--- src/rtl/dpram_stream_pkg.sv ---
// dpram_stream_pkg
// Shared constants and types for the dual-port RAM stream reader:
//   FIFO_DEPTH - output buffer depth, which also bounds the reads outstanding
//   PTR_W      - FIFO pointer width
//   CNT_W      - FIFO occupancy counter width (must be able to represent "full")
//   state_e    - command FSM states
package dpram_stream_pkg;

  localparam int FIFO_DEPTH = 4;
  localparam int PTR_W      = $clog2(FIFO_DEPTH);

  // Occupancy runs 0..depth inclusive, so it needs one bit more than a pointer.
  function automatic int occ_width(input int depth);
    return $clog2(depth) + 1;
  endfunction

  localparam int CNT_W = occ_width(FIFO_DEPTH);

  typedef enum logic [1:0] {
    IDLE,
    ISSUE,
    DRAIN
  } state_e;

endpackage

--- src/rtl/dpram_rd_fifo.sv ---
// dpram_rd_fifo
// Small first-word-fall-through FIFO that buffers RAM read data for the stream.
// Ports:
//   clk_i, rst_ni     clock, asynchronous active-low reset
//   push_i, data_i    write side (caller guarantees no push into a full FIFO
//                     unless a pop happens in the same cycle)
//   pop_i             read side; ignored while empty
//   data_o, valid_o   head word and its valid flag (combinational from head)
//   count_o           current occupancy
module dpram_rd_fifo
  import dpram_stream_pkg::*;
#(
  parameter int DATA_W = 8
) (
  input  logic              clk_i,
  input  logic              rst_ni,
  input  logic              push_i,
  input  logic [DATA_W-1:0] data_i,
  input  logic              pop_i,
  output logic [DATA_W-1:0] data_o,
  output logic              valid_o,
  output logic [CNT_W-1:0]  count_o
);

  logic [DATA_W-1:0] mem_q [FIFO_DEPTH];
  logic [PTR_W-1:0]  wr_ptr_q, wr_ptr_d;
  logic [PTR_W-1:0]  rd_ptr_q, rd_ptr_d;
  logic [CNT_W-1:0]  count_q, count_d;
  logic              do_pop;

  assign valid_o = (count_q != '0);
  assign do_pop  = pop_i & valid_o;
  assign data_o  = mem_q[rd_ptr_q];
  assign count_o = count_q;

  // Depth is a power of two, so the pointers wrap by plain overflow.
  always_comb begin
    wr_ptr_d = wr_ptr_q + PTR_W'(push_i);
    rd_ptr_d = rd_ptr_q + PTR_W'(do_pop);
    count_d  = count_q + CNT_W'(push_i) - CNT_W'(do_pop);
  end

  // Storage is reset so the head reads as zero straight out of reset.
  // When full with simultaneous push/pop, the write lands on the slot
  // being popped at the same edge, which is safe.
  always_ff @(posedge clk_i or negedge rst_ni) begin
    if (!rst_ni) begin
      wr_ptr_q <= '0;
      rd_ptr_q <= '0;
      count_q  <= '0;
      for (int i = 0; i < FIFO_DEPTH; i++) begin
        mem_q[i] <= '0;
      end
    end else begin
      wr_ptr_q <= wr_ptr_d;
      rd_ptr_q <= rd_ptr_d;
      count_q  <= count_d;
      if (push_i) begin
        mem_q[wr_ptr_q] <= data_i;
      end
    end
  end

  a_no_overflow: assert property (@(posedge clk_i) disable iff (!rst_ni)
    !(push_i && (count_q == CNT_W'(FIFO_DEPTH)) && !pop_i));

endmodule

--- src/rtl/dpram_stream_reader.sv ---
// dpram_stream_reader
// Drains a block of consecutive RAM words (base_addr, length) into a
// valid/ready stream, tolerating arbitrary backpressure.
// Ports:
//   rclk, rst_n       read clock (shared with RAM read port), async active-low reset
//   start             command strobe, ignored while busy
//   base_addr, length first address and word count of the command
//   busy, done        command in progress / one-cycle completion pulse
//   raddr, ram_dout   RAM read address (registered) and its 1-cycle-late data
//   m_valid, m_ready, m_data  output stream
module dpram_stream_reader
  import dpram_stream_pkg::*;
#(
  parameter int addr_width = 8,
  parameter int data_width = 8
) (
  input  logic                  rclk,
  input  logic                  rst_n,
  input  logic                  start,
  input  logic [addr_width-1:0] base_addr,
  input  logic [addr_width:0]   length,
  output logic                  busy,
  output logic                  done,
  output logic [addr_width-1:0] raddr,
  input  logic [data_width-1:0] ram_dout,
  output logic                  m_valid,
  input  logic                  m_ready,
  output logic [data_width-1:0] m_data
);

  localparam logic [CNT_W:0]      DEPTH_LIM = (CNT_W + 1)'(FIFO_DEPTH);
  localparam logic [addr_width:0] LEN_ONE   = (addr_width + 1)'(1);

  state_e                state_q, state_d;
  logic [addr_width-1:0] addr_q, addr_d;
  logic [addr_width:0]   rem_q, rem_d;
  logic [addr_width-1:0] raddr_q, raddr_d;
  logic [1:0]            tag_q, tag_d;
  logic                  done_q, done_d;
  logic                  issue;
  logic                  credit;
  logic                  pop;
  logic [CNT_W-1:0]      fifo_count;
  logic [CNT_W:0]        occ_total;

  // tag_q[0]: raddr holds an issued address; tag_q[1]: ram_dout holds its data.
  assign occ_total = {1'b0, fifo_count} + (CNT_W + 1)'(tag_q[0]) + (CNT_W + 1)'(tag_q[1]);
  assign credit    = (occ_total < DEPTH_LIM);
  assign pop       = m_valid & m_ready;

  always_comb begin
    state_d = state_q;
    addr_d  = addr_q;
    rem_d   = rem_q;
    raddr_d = raddr_q;
    done_d  = 1'b0;
    issue   = 1'b0;
    case (state_q)
      IDLE: begin
        if (start) begin
          if (length != '0) begin
            // The first read goes out on the accepting edge; FIFO and
            // pipeline are empty in IDLE, so credit is guaranteed.
            raddr_d = base_addr;
            addr_d  = base_addr + 1'b1;
            rem_d   = length - 1'b1;
            issue   = 1'b1;
            state_d = (length == LEN_ONE) ? DRAIN : ISSUE;
          end else begin
            done_d = 1'b1;
          end
        end
      end
      ISSUE: begin
        if (credit) begin
          raddr_d = addr_q;
          addr_d  = addr_q + 1'b1;
          rem_d   = rem_q - 1'b1;
          issue   = 1'b1;
          if (rem_q == LEN_ONE) begin
            state_d = DRAIN;
          end
        end
      end
      DRAIN: begin
        // Finish on the edge that empties the FIFO with nothing left in flight.
        if ((tag_q == 2'b00) &&
            ((fifo_count == '0) || ((fifo_count == CNT_W'(1)) && pop))) begin
          state_d = IDLE;
          done_d  = 1'b1;
        end
      end
      default: state_d = IDLE;
    endcase
    tag_d = {tag_q[0], issue};
  end

  always_ff @(posedge rclk or negedge rst_n) begin
    if (!rst_n) begin
      state_q <= IDLE;
      addr_q  <= '0;
      rem_q   <= '0;
      raddr_q <= '0;
      tag_q   <= '0;
      done_q  <= 1'b0;
    end else begin
      state_q <= state_d;
      addr_q  <= addr_d;
      rem_q   <= rem_d;
      raddr_q <= raddr_d;
      tag_q   <= tag_d;
      done_q  <= done_d;
    end
  end

  dpram_rd_fifo #(
    .DATA_W(data_width)
  ) u_fifo (
    .clk_i   (rclk),
    .rst_ni  (rst_n),
    .push_i  (tag_q[1]),
    .data_i  (ram_dout),
    .pop_i   (m_ready),
    .data_o  (m_data),
    .valid_o (m_valid),
    .count_o (fifo_count)
  );

  assign busy  = (state_q != IDLE);
  assign done  = done_q;
  assign raddr = raddr_q;

endmodule

--- config.mk ---
export PLATFORM = sky130hd
export DESIGN_NAME = dpram_stream_reader
export DESIGN_NICKNAME = d
export VERILOG_FILES = /design/src/rtl/dpram_stream_pkg.sv /design/src/rtl/dpram_rd_fifo.sv /design/src/rtl/dpram_stream_reader.sv
export SDC_FILE = /design/constraint.sdc
export NUM_CORES = 1
export LEC_CHECK = 0
export BUFFER_PORTS_ARGS = -buffer_cell sky130_fd_sc_hd__buf_2
export CAP_MARGIN = 5
export CELL_PAD_IN_SITES_DETAIL_PLACEMENT = 1
export CELL_PAD_IN_SITES_GLOBAL_PLACEMENT = 2
export CORE_MARGIN = 3
export CORE_UTILIZATION = 41
export DETAILED_ROUTE_END_ITERATION = 16
export GPL_TIMING_DRIVEN = 0
export PLACE_DENSITY_LB_ADDON = 0.1
export SLEW_MARGIN = 20
export SYNTH_ARGS = -nofsm -noshare
export SYNTH_HDL_FRONTEND = slang
export SYNTH_SLANG_ARGS = --single-unit
export TNS_END_PERCENT = 5
--- constraint.sdc ---
create_clock -name rclk -period 6.8 [get_ports rclk]
set_input_delay 0.34 -clock rclk [delete_from_list [all_inputs] [get_ports rclk]]
set_output_delay 0.34 -clock rclk [all_outputs]
set_load 0.01 [all_outputs]
==> results of run 1 <==
## cell usage after synthesis (all sizes together), types with 5 or more instances
cell type and instances:
and3 6, or3 7, clkbuf 10, o21ai 11, ha 11, nor2 22
a21oi 19, mux2 34, xor2 9, nor3 5, mux4 8, nand3 5
nand2 44, dfrtp 69, a31oi 9, inv 13
## sequential cells by signal, indices dropped and copies added (netlist names)
name and cells:
raddr 8, tag_q 2, rem_q 9, u_fifo.wr_ptr_q 2, addr_q 8, u_fifo.mem_q 32, state_q 2, u_fifo.count_o 3
u_fifo.rd_ptr_q 2, done 1
## logic make-up after synthesis
family	Yosys count	synth area share
AND/OR/NAND/NOR	115	0.1555
XOR/XNOR	11	0.02553
buffers and inverters	27	0.03282
flip-flops	69	0.4576
adder cells (fa/ha/maj)	12	0.04178
AO/OA/AOI/OAI	71	0.1323
multiplexers	44	0.1545
## final cells by class
type / instances / share of cell area
inverters: 13 / 0.01115
repair buffers: 49 / 0.06116
plain buffers: 14 / 0.01715
multi-input cells: 253 / 0.4393
clock inverters: 7 / 0.01772
clock buffers: 9 / 0.02829
flip-flops and latches: 69 / 0.3944
well taps: 108 / 0.03087
## per-layer routing
| metal | vias to the layer above | global-route usage | part of all wire |
|---|---|---|---|
| met1 | 1498 | 0.2416 | 0.47 |
| li1 | 1395 | - | - |
| met5 | - | 0 | 0 |
| met4 | 0 | 0.04844 | 0.0078 |
| met3 | 6 | 0.03208 | 0.023 |
| met2 | 38 | 0.3456 | 0.50 |
## worst min path at each step
stage / from / to / slack, ns / cells past startpoint
finish: ram_dout[7] / u_fifo.mem_q[15]$_DFFE_PN0P_ / 0.27 / 2
global route: ram_dout[3] / u_fifo.mem_q[27]$_DFFE_PN0P_ / 0.26 / 2
CTS: ram_dout[7] / u_fifo.mem_q[15]$_DFFE_PN0P_ / 0.25 / 2
detailed placement: rst_n / u_fifo.rd_ptr_q[0]$_DFF_PN0_ / 0.33 / 1
global placement: tag_q[0]$_DFF_PN0_ / tag_q[1]$_DFF_PN0_ / 0.41 / 0
floorplan: rst_n / addr_q[0]$_DFFE_PN0P_ / 0.04 / 0
## power groups by stage
stage                     Clock [W]  Combinational [W]  Sequential, W
final                      0.000349            0.00121       0.000779
after global routing       0.000375            0.00137       0.000810
after CTS                  0.000360            0.00123       0.000778
after detailed placement          0            0.00123       0.000786
after global placement            0            0.00120       0.000772
after floorplan                   0           0.000874       0.000746
## metrics by stage
stage | util | hold WS, ns
2_1_floorplan | - | 0.04441
3_3_place_gp | 0.4683 | 0.4070
3_5_place_dp | 0.4709 | 0.3271
4_1_cts | 0.4948 | 0.2513
5_1_grt | 0.4948 | 0.2612
6_report | 0.4948 | 0.2712
## worst max-delay path: stages, from the launching register on
cell	delay, ns
dfrtp_1	0.48
nand2b_1	0.22
clkbuf_1	0.45
clkbuf_1	0.54
nand2_1	0.17
nand2_1	0.11
ha_1	0.19
inv_1	0.10
or3_1	0.41
xor2_1	0.15
a221oi_1	0.27
==> metrics.yaml, run 1 <==
run_status:
  status: "complete, no violations"
sta:
  max_freq_mhz: 312.2
  tns_ns: 0
  hold_viol: 0
  min_period_ns: 3.203
  setup_violations: 0
  setup_ws_ns: 3.597
  slew-limit-headroom: 0.4804
  finalMaxSlewViolations: 0
  rsz0062_at_grt: "false"
  fin_skew_ns: 0.01338
  finalCritPeriodShare: 0.4710
  worst_pin_slew_ns: 0.7760
finish:
  fin_nets: 450
  layout_commonest_cell: "dfrtp_1"
  synthToLayoutAreaGrowth_pct: 16.01
  drive_gt1_frac: 0.2947
  ff_latch_area_sq_mm: 0.001727
  layout.cells.non_filler: 522
  num_antenna_cells: 0
  layout_common_cells: "dfrtp_1 (69), buf_2 (46), nand2_1 (44), mux2_2 (34), nor2_1 (22)"
  final_area_sq_mm: 0.004378
  nFillCells: 977
  multi_input_area_sq_mm: 0.001923
pwr:
  ir_worst_vdd_mv: 0.4229
  p_int_w: 0.001343
  pwr-share-seq: 0.333
  clockPowerShare: 0.149
  p_sw_frac: 0.4254
  combPwrFrac: 0.518
  power_density_mw_per_mm2: 534.1
  p_leak_nw: 1.939
  finalPower_w: 0.002338
  power.switching_w: 0.0009947
setup_path:
  criticalPathCategory: "flip-flop to flip-flop"
  crit_fanout: 10
  critical_path_arrival_ns: 3.45
  critPathLaunch: "state_q[1]$_DFFE_PN0P_"
  r2r-end: "addr_q[6]$_DFFE_PN0P_"
  r2r_start: "state_q[1]$_DFFE_PN0P_"
  cp-start-kind: "flip-flop"
  cp.required_ns: 7.05
  r2r_slack_ns: 3.60
  worstRegToRegCells: 10
  crit_end: "addr_q[6]$_DFFE_PN0P_"
  endpoint_kind: "flip-flop"
global_route:
  antenna_found_initial: 0
  grt_pass1_wl_mm: 15.51
  overflow: 0
  grt_max_degree: 38
  grt_usage: 0.1925
  first_global_vias: 3033
synth:
  synth_seq_cells: 69
  synthTopCellsByArea: "dfrtp_1 (46%), mux2_2 (10%), mux4_2 (4.8%)"
  syn_inst: 349
  ys_types: 60
  avgSynthCellArea_sq_um: 10.81
  synth_area_sq_mm: 0.003774
  yosysWarnings: 0
  netlist.area_leader.share: 0.4576
  syn-num-nets: 390
  yosysTopAreaCell: "dfrtp_1"
  synth_flop_cell: "dfrtp_1"
  synth_edf_count: 0
  ys_seq_area_frac: 0.4576
  synthArstFlopShare: 1.000
placement:
  place_hpwl_mm: 6.893
  post-place-ws_ns: 3.561
  place_area_sq_mm: 0.004167
  gp_congestion: 0.7734
  portBuffers: 47
  dp_cells: 505
route:
  postRouteAntennaNets: 0
  dr_total_vias: 2937
  wl_mm: 9.438
  wire_per_inst_um: 18.08
  first_pass_iters: 4
  drt_iter0_markers: 47
  drc: 0
  drt-vias-per-instance: 5.626
worst_hold_path:
  hold_class: "input pin to flip-flop"
die:
  die_h_um: 101.9
  die_area_sq_mm: 0.01039
  std_cell_rows: 34
  initial_core_util: 0.4265
  io_pins: 48
  core_area_sq_mm: 0.008848
  die_x_um: 101.9
cts:
  htree_levels: 3
  hold_buffers: 1
  cts_sinks: 69
  cts.clk_slew.worst_paths_ns: 0.08
  cts_root_buf: "clkbuf_8"
  clock_latency_ns: 0.34
  clock_tree.buffer_depth: 2
  cts_tree: "built"
  cts_buffers: 9
  cts_resized: 0
  post-cts-setup-buffer-count: 0
flow_run:
  drv_cap: 0
(Power assumes the default switching activity.)
==> run 2, diff against run 1 <==
- CORE_UTILIZATION: 41 -> 34
- clock period: 6.8 -> 2.9 ns (I/O delays scaled with it)
==> run 2 against run 1 <==
Effect of this change: count of clock-buffer cells in the layout is the same; sequential power grew 130%; final cell count grew 5.2%; combinational power grew 140%; critical path depth is the same; sequential cell count is the same; critical endpoint unchanged.
==> metrics.yaml, run 2 (synthesis results as in run 1) <==
run_status:
  status: "complete, no violations"
finish:
  fin_nets: 450  # unchanged
  layout_commonest_cell: "dfrtp_1"
  synthToLayoutAreaGrowth_pct: 18.53
  regMostFlops: "u_fifo.mem_q"
  layout_common_cells: "dfrtp_1 (68), buf_2 (46), nand2_1 (44), mux2_2 (34), nor2_1 (22)"
  nFillCells: 1192  # +22%
  layout.cells.non_filler: 549  # +5.2%
  multi_input_area_sq_mm: 0.001923  # unchanged
  drive_gt1_frac: 0.3075  # +0.01282
  fin_util: 0.4238  # -0.07099
  ff_latch_area_sq_mm: 0.001728  # about the same
  reg.largest.list: "u_fifo.mem_q: 32 flops, rem_q: 9 flops"
  largest_reg_flops: 32  # unchanged
  num_antenna_cells: 0  # unchanged
setup_path:
  path_delay_family: "simple AND/OR/NAND/NOR gates"
  criticalPathCategory: "flip-flop to flip-flop"
  cp_slowest_cell: "dfrtp_2"
  cp.required_ns: 3.15  # -3.90 ns
  endpoint_kind: "flip-flop"
  cp-start-kind: "flip-flop"
  critical_path_arrival_ns: 2.88  # -0.57 ns
  r2r_slack_ns: 0.28  # -3.32 ns
  crit_chain: "nand2b_1, clkbuf_4, clkbuf_4, nand2_1, nand2_1, ha_1, inv_1, or3_1, xor2_1, a221oi_1"
  crit_fanout: 10  # unchanged
  critPathMaxStageDelay_ns: 0.44  # -0.10 ns
  crit_buf_inv: 3  # unchanged
route:
  wl_mm: 9.933  # +5.2%
  drt_iter0_markers: 132  # +180%
  wire_per_inst_um: 18.09  # about the same
  drc: 0  # unchanged
  first_pass_iters: 4  # unchanged
  dr_total_vias: 2943  # +0.20%
  postRouteAntennaNets: 0  # unchanged
  drt-vias-per-instance: 5.361  # -4.7%
placement:
  place_hpwl_mm: 7.116  # +3.2%
  portBuffers: 47  # unchanged
  gp_congestion: 0.7657  # -1.0%
  dp_cells: 533  # +5.5%
die:
  die_x_um: 111.4  # +9.2%
  std_cell_rows: 37  # +8.8%
  die_area_sq_mm: 0.01240  # +19%
  io_pins: 48  # unchanged
  initial_core_util: 0.3575  # -0.06896
  core_area_sq_mm: 0.01056  # +19%
  die_h_um: 111.4  # +9.2%
sta:
  worst_pin_slew_ns: 0.7475  # -0.02854 ns
  finalMaxSlewViolations: 0  # unchanged
  min_period_ns: 2.622  # -0.5802 ns
  rsz0062_at_grt: "false"
  tns_ns: 0  # unchanged
  setup_violations: 0  # unchanged
  finalCritPeriodShare: 0.9043  # +0.4333
  hold_viol: 0  # unchanged
  fin_skew_ns: 0.007262  # -0.006118 ns
  fin_hold_ws_ns: 0.05920  # -0.2120 ns
  max_freq_mhz: 381.3  # +22%
  slew-limit-headroom: 0.4995  # +0.01911
worst_hold_path:
  hold_class: "input pin to flip-flop"
cts:
  cts_buffers: 9  # unchanged
  cts_root_buf: "clkbuf_8"
  cts_tree: "built"
  cts.clk_slew.worst_paths_ns: 0.09  # about the same
  htree_levels: 3  # unchanged
  post-cts-setup-buffer-count: 0  # unchanged
  clock_tree.buffer_depth: 2  # unchanged
  cts_sinks: 69  # unchanged
  clock_latency_ns: 0.36  # +0.02 ns
global_route:
  first_global_vias: 3117  # +2.8%
  grt_usage: 0.1670  # -0.02546
  grt_pass1_wl_mm: 16.40  # +5.7%
  overflow: 0  # unchanged
  grt_max_degree: 47  # +24%
  antenna_found_initial: 0  # unchanged
pwr:
  ir_worst_vdd_mv: 0.8880  # +110%
  power_density_mw_per_mm2: 1271  # +140%
  p_leak_nw: 1.975  # +1.9%
flow_run:
  drv_cap: 0  # unchanged
run 2: metrics by stage:
step                setup slack (ns)  total power (W)  instance area (sq um)
finish                        0.2777         0.005685                   4473
global route                 0.05584         0.006179                   4473
CTS                          0.01457         0.005752                   4461
detailed placement           -0.4536         0.004757                   4209
global placement             -0.3509         0.004660                   4179
floorplan                     0.4039         0.003800                   3774
run 2: cell type report:
| cell class | count | share of cell area |
|---|---|---|
| sequential | 69 | 0.3863 |
| tap | 136 | 0.03804 |
| clock buffer | 9 | 0.02769 |
| buffer | 14 | 0.02042 |
| clock inverter | 6 | 0.02517 |
| inverter | 13 | 0.01091 |
| multi-input combinational | 253 | 0.4299 |
| timing repair buffer | 49 | 0.06154 |
run 2: metal layers:
metal  vias to the layer above  track usage  part of all wire
li1                       1394            -                 -
met4                         0      0.05677             0.017
met2                        49       0.2835              0.49
met3                        14      0.03750             0.038
met1                      1486       0.2110              0.45
met5                         -            0                 0
run 2: timing repair:
| item | in CTS | in global routing |
|---|---|---|
| gates resized for setup | 4 | 11 |
| hold buffers | 1 | 0 |
| setup endpoints to repair | 2 | 1 |
| endpoints found under the hold margin | 23 | 0 |
| pin swaps | 0 | 0 |
run 2: power breakdown:
| part | internal [W] | switching [W] |
|---|---|---|
| logic | 0.00131 | 0.00159 |
| registers | 0.00146 | 0.000354 |
| clock network | 0.000568 | 0.000401 |
run 2: path summary, 6_finish.rpt:
path                                                end                    from  depth (start not counted)
max                               addr_q[6]$_DFFE_PN0P_  state_q[1]$_DFFE_PN0P_                         10
min                        u_fifo.mem_q[19]$_DFFE_PN0P_             ram_dout[3]                          2
max reg2reg                       addr_q[6]$_DFFE_PN0P_  state_q[1]$_DFFE_PN0P_                         10
min reg2reg                          tag_q[1]$_DFF_PN0_      tag_q[0]$_DFF_PN0_                          0
max in group asynchronous          raddr[5]$_DFFE_PN0P_                   rst_n                          3
min in group asynchronous  u_fifo.mem_q[26]$_DFFE_PN0P_                   rst_n                          2
run 2: worst reg2reg max path, stage by stage (launching register included):
cell and delay (ns):
dfrtp_2 0.44, nand2b_1 0.21, clkbuf_4 0.25, clkbuf_4 0.27, nand2_1 0.12, nand2_1 0.09, ha_1 0.20, inv_1 0.11
or3_1 0.42, xor2_1 0.16, a221oi_1 0.27
